**src/rtl/food_spawner.sv**
```systemverilog
// rtl/food_spawner.sv - places food off the snake body using a free-running LFSR and flags eats
// Candidates are checked against one full head-to-tail scan of the body stream.
module food_spawner #(
    parameter int          GAME_WIDTH  = 30,
    parameter int          GAME_HEIGHT = 14,
    parameter logic [15:0] LFSR_SEED   = 16'hACE1
) (
    input  logic       clk,
    input  logic       rst,
    input  logic [4:0] i_pos_x,
    input  logic [3:0] i_pos_y,
    input  logic       i_pos_first,
    input  logic       i_pos_last,
    input  logic       i_pos_valid,
    output logic       o_eat,
    output logic [4:0] o_food_x,
    output logic [3:0] o_food_y,
    output logic       o_food_valid
);

    typedef enum logic [1:0] {SEEK, CHECK, PLACED} state_t;

    localparam logic [4:0] MAX_X = 5'(GAME_WIDTH);
    localparam logic [3:0] MAX_Y = 4'(GAME_HEIGHT);

    state_t      state, state_n;
    logic [15:0] lfsr;
    logic        lfsr_fb;
    logic        clash, clash_n;
    logic [4:0]  cand_x, cand_x_n, food_x_n;
    logic [3:0]  cand_y, cand_y_n, food_y_n;
    logic        eat_n;
    logic [4:0]  cx;
    logic [3:0]  cy;
    logic        cand_ok, hit_new, hit_cand, hit_food;

    // x^16+x^14+x^13+x^11+1 in right-shifting Fibonacci form
    assign lfsr_fb  = lfsr[0] ^ lfsr[2] ^ lfsr[3] ^ lfsr[5];
    assign cx       = lfsr[4:0];
    assign cy       = lfsr[11:8];
    assign cand_ok  = (cx >= 5'd1) && (cx <= MAX_X) && (cy >= 4'd1) && (cy <= MAX_Y);
    assign hit_new  = (i_pos_x == cx) && (i_pos_y == cy);
    assign hit_cand = (i_pos_x == cand_x) && (i_pos_y == cand_y);
    assign hit_food = (i_pos_x == o_food_x) && (i_pos_y == o_food_y);

    always_comb begin
        state_n  = state;
        clash_n  = clash;
        cand_x_n = cand_x;
        cand_y_n = cand_y;
        food_x_n = o_food_x;
        food_y_n = o_food_y;
        eat_n    = 1'b0;
        case (state)
            SEEK, CHECK: begin
                if (i_pos_valid) begin
                    // A head beat always (re)starts the check, even mid-scan
                    if (i_pos_first) begin
                        if (cand_ok) begin
                            if (i_pos_last) begin
                                clash_n = 1'b0;
                                if (hit_new) begin
                                    state_n = SEEK;
                                end else begin
                                    state_n  = PLACED;
                                    food_x_n = cx;
                                    food_y_n = cy;
                                end
                            end else begin
                                cand_x_n = cx;
                                cand_y_n = cy;
                                clash_n  = hit_new;
                                state_n  = CHECK;
                            end
                        end else begin
                            clash_n = 1'b0;
                            state_n = SEEK;
                        end
                    end else if (state == CHECK) begin
                        if (i_pos_last) begin
                            clash_n = 1'b0;
                            if (clash || hit_cand) begin
                                state_n = SEEK;
                            end else begin
                                state_n  = PLACED;
                                food_x_n = cand_x;
                                food_y_n = cand_y;
                            end
                        end else begin
                            clash_n = clash | hit_cand;
                        end
                    end
                end
            end
            PLACED: begin
                if (i_pos_valid && i_pos_first && hit_food) begin
                    eat_n   = 1'b1;
                    state_n = SEEK;
                end
            end
            default: state_n = SEEK;
        endcase
    end

    always_ff @(posedge clk) begin
        if (rst) begin
            state        <= SEEK;
            lfsr         <= LFSR_SEED;
            clash        <= 1'b0;
            cand_x       <= 5'd0;
            cand_y       <= 4'd0;
            o_eat        <= 1'b0;
            o_food_valid <= 1'b0;
            o_food_x     <= 5'd0;
            o_food_y     <= 4'd0;
        end else begin
            state        <= state_n;
            lfsr         <= {lfsr_fb, lfsr[15:1]};
            clash        <= clash_n;
            cand_x       <= cand_x_n;
            cand_y       <= cand_y_n;
            o_eat        <= eat_n;
            o_food_valid <= (state_n == PLACED);
            o_food_x     <= food_x_n;
            o_food_y     <= food_y_n;
        end
    end

endmodule

```
**config.mk**
```make
export PLATFORM = sky130hd
export DESIGN_NAME = food_spawner
export DESIGN_NICKNAME = d
export VERILOG_FILES = /design/src/rtl/food_spawner.sv
export SDC_FILE = /design/constraint.sdc
export NUM_CORES = 1
export LEC_CHECK = 0
export BUFFER_PORTS_ARGS = -buffer_cell sky130_fd_sc_hd__buf_4
export CORE_MARGIN = 1.5
export CORE_UTILIZATION = 45
export DETAILED_ROUTE_END_ITERATION = 12
export PLACE_DENSITY_LB_ADDON = 0.15
export SLEW_MARGIN = 10
export SYNTH_ARGS = -nofsm -noshare
export SYNTH_HDL_FRONTEND = slang
export SYNTH_SLANG_ARGS = --single-unit
export TNS_END_PERCENT = 50
```
**constraint.sdc**
```tcl
create_clock -name clk -period 3.45 [get_ports clk]
set_input_delay 0.5175 -clock clk [delete_from_list [all_inputs] [get_ports clk]]
set_output_delay 0.5175 -clock clk [all_outputs]
set_load 0.05 [all_outputs]
```
==> results.yml <==
detailed_routing:
  drt-vias-per-instance: 5.17
  postRouteAntennaNets: 0
  routedWlPerCell_um: 14.6
  drtPass1Iterations: 4
  drt_wl_total_mm: 3.82
  initialDrtViolationCount: 54
  drc: 0
  dr_total_vias: 1349
setup_path:
  path_cells: "or4_4 > mux2i_4 > nor4_1 > a22oi_2 > mux2_1"
  arrival_ns: 2.57
  critical_path.max_fanout: 11
  slowest_stage: "a22oi_2"
  path_class: "flip-flop to flip-flop"
  cpPeakStageDelay_ns: 0.67
  cp_data_required_time_ns: 3.63
  worstSetupStartpointType: "flip-flop"
  worst_setup_path_end_kind: "flip-flop"
floorplanning:
  die_x_um: 67.8
  die_area_mm2: 0.00460
  start_util: 0.469
  core_mm2: 0.00403
  io_pins: 25
  rows: 23
  die_y_um: 67.8
synthesis:
  ys_top_cells_by_count: "dfxtp_1 (39), xor2_1 (28), nor2_1 (23), mux2i_1 (18), nor2b_1 (17)"
  syn_nets: 203
  yosysTopAreaCellShare: 0.413
  synth.most_common_cell: "dfxtp_1"
  synth_area_leaders: "dfxtp_1 (41%), xor2_1 (13%), mux2i_1 (9.5%)"
  synthFlopType: "dfxtp_1"
  synthCells: 189
  synth_seq_cells: 39
  synth.largest_area_cell: "dfxtp_1"
  yosys_warnings: 0
  synth.avg_cell_area_um2: 10.0
  async_reset_ff_frac: 0
  yosysSeqAreaShare: 0.413
  post_synth_num_cell_types: 33
  synth_area_mm2: 0.00189
  synth_edf_count: 0
power_and_ir_drop:
  leakagePower_nw: 0.961
  power_density_mw_per_mm2: 425
  irDropWorstVdd_mv: 0.225
clocking:
  postCtsSetupBuffers: 0
  clk_pin_slew_ns: 0.07
  cts_max_level: 2
  cts_sinks: 39
  cts_tree: "built"
  cts_hold_buf: 0
  clock-root-buffer: "clkbuf_8"
  cts.path.max_buffers: 2
  cts_resized: 0
  clk_latency_ns: 0.29
  numCtsBuffers: 5
timing:
  slew-limit-headroom: 0.454
  fin_crit_sh: 0.692
  fin_skew_ns: 0.00170
  clock.fmax_mhz: 419
  hold_ws_ns: 0.414
  drv_slew: 0
  rsz0062_at_grt: "no"
  hold_viol: 0
  setup_violations: 0
  post-route-min-period_ns: 2.39
  final.setup.tns_ns: 0
  worst_pin_slew_ns: 0.819
global_routing:
  grt_max_degree: 49
  grt.total_usage: 0.184
  gr-total-overflow: 0
  antenna_found_initial: 0
  grt_pass1_vias: 1272
  grt_first_pass_wirelength_mm: 6.07
min_path:
  hp-class: "flip-flop to flip-flop"
place:
  hpwl_mm: 2.67
  io_buffer_count: 24
  gp_congestion: 0.862
outcome:
  status: "completed"
final_layout:
  drive_gt1_frac: 0.237
  fin_nets: 224
  syn_to_final_growth_pct: 16.1
  n_antenna_cell: 0
job:
  drv_cap: 0
-- cell families after synthesis --
kind of cell	count (synthesis)	synth area share
multiplexers	28	0.177
XOR/XNOR	30	0.139
buffers and inverters	13	0.0311
AND/OR/NAND/NOR	70	0.199
flip-flops	39	0.413
AO/OA/AOI/OAI	9	0.0404
-- worst max-delay path, delay by kind of cell, from the launching register on --
kind | cells | cell delay [ns]
mux | 2 | 0.59
compound gates | 1 | 0.67
simple gates | 2 | 0.64
flops | 1 | 0.38
-- metrics by stage --
stage | power, W | instance area, um^2 | utilization | worst slack (ns) | instances
detailed placement | 0.000622 | 2090 | 0.520 | 0.919 | 253
CTS | 0.000944 | 2190 | 0.544 | 1.06 | 261
global route | 0.000978 | 2190 | 0.544 | 0.919 | 261
global placement | 0.000620 | 2090 | 0.520 | 1.06 | 253
finish | 0.000933 | 2190 | 0.544 | 1.06 | 261
floorplan | 0.000582 | 1890 | - | 1.56 | 189
-- layer usage --
| layer | global-route usage | wire (um) | share of wire | up-vias |
|---|---|---|---|---|
| met5 | 0 | 0 | 0 | - |
| met4 | 0.0900 | 113 | 0.030 | 0 |
| met3 | 0.0500 | 181 | 0.047 | 14 |
| met2 | 0.282 | 1690 | 0.44 | 37 |
| met1 | 0.237 | 1830 | 0.48 | 621 |
| li1 | - | - | - | 677 |
-- cell usage in the layout (no fill, tap or decap), types with 6 or more instances in the layout --
cell      count
nor2b_1      17
xor2_1       28
mux2_4        8
buf_4        25
mux2i_1      18
clkbuf_8      6
nor2_1       23
dfxtp_1      39
-- flip-flops by register name, summed over array words and instances (netlist names) --
register / flops
cand_y: 4
cand_x: 5
clash: 1
state: 2
o_eat: 1
lfsr: 16
o_food_valid: 1
o_food_x: 5
o_food_y: 4
-- where the power goes --
group / internal [W] / switching [W] / leakage (nW)
Sequential: 0.000470 / 0.0000200 / 0.320
Combinational: 0.0000571 / 0.0000660 / 0.594
Clock: 0.000163 / 0.000157 / 0.0474
Total: 0.000690 / 0.000243 / 0.961
-- cell type report --
class	count	area [um^2]
repair buffers	25	188
flip-flops and latches	39	781
multi-input cells	137	1060
fillers	384	1840
inverters	2	7.51
clock inverters	2	16.3
clock buffers	6	82.6
well taps	50	62.6
-- path summary, 6_finish.rpt --
check	start	endpoint	slack (ns)	cells after the start
setup / recovery	lfsr[0]	o_food_y[1]	1.06	5
hold / removal	lfsr[6]	lfsr[5]	0.41	1
setup reg to reg	lfsr[0]	o_food_y[1]	1.06	5
hold reg to reg	lfsr[6]	lfsr[5]	0.41	1
Note: power is estimated with default switching activity, not from simulation.
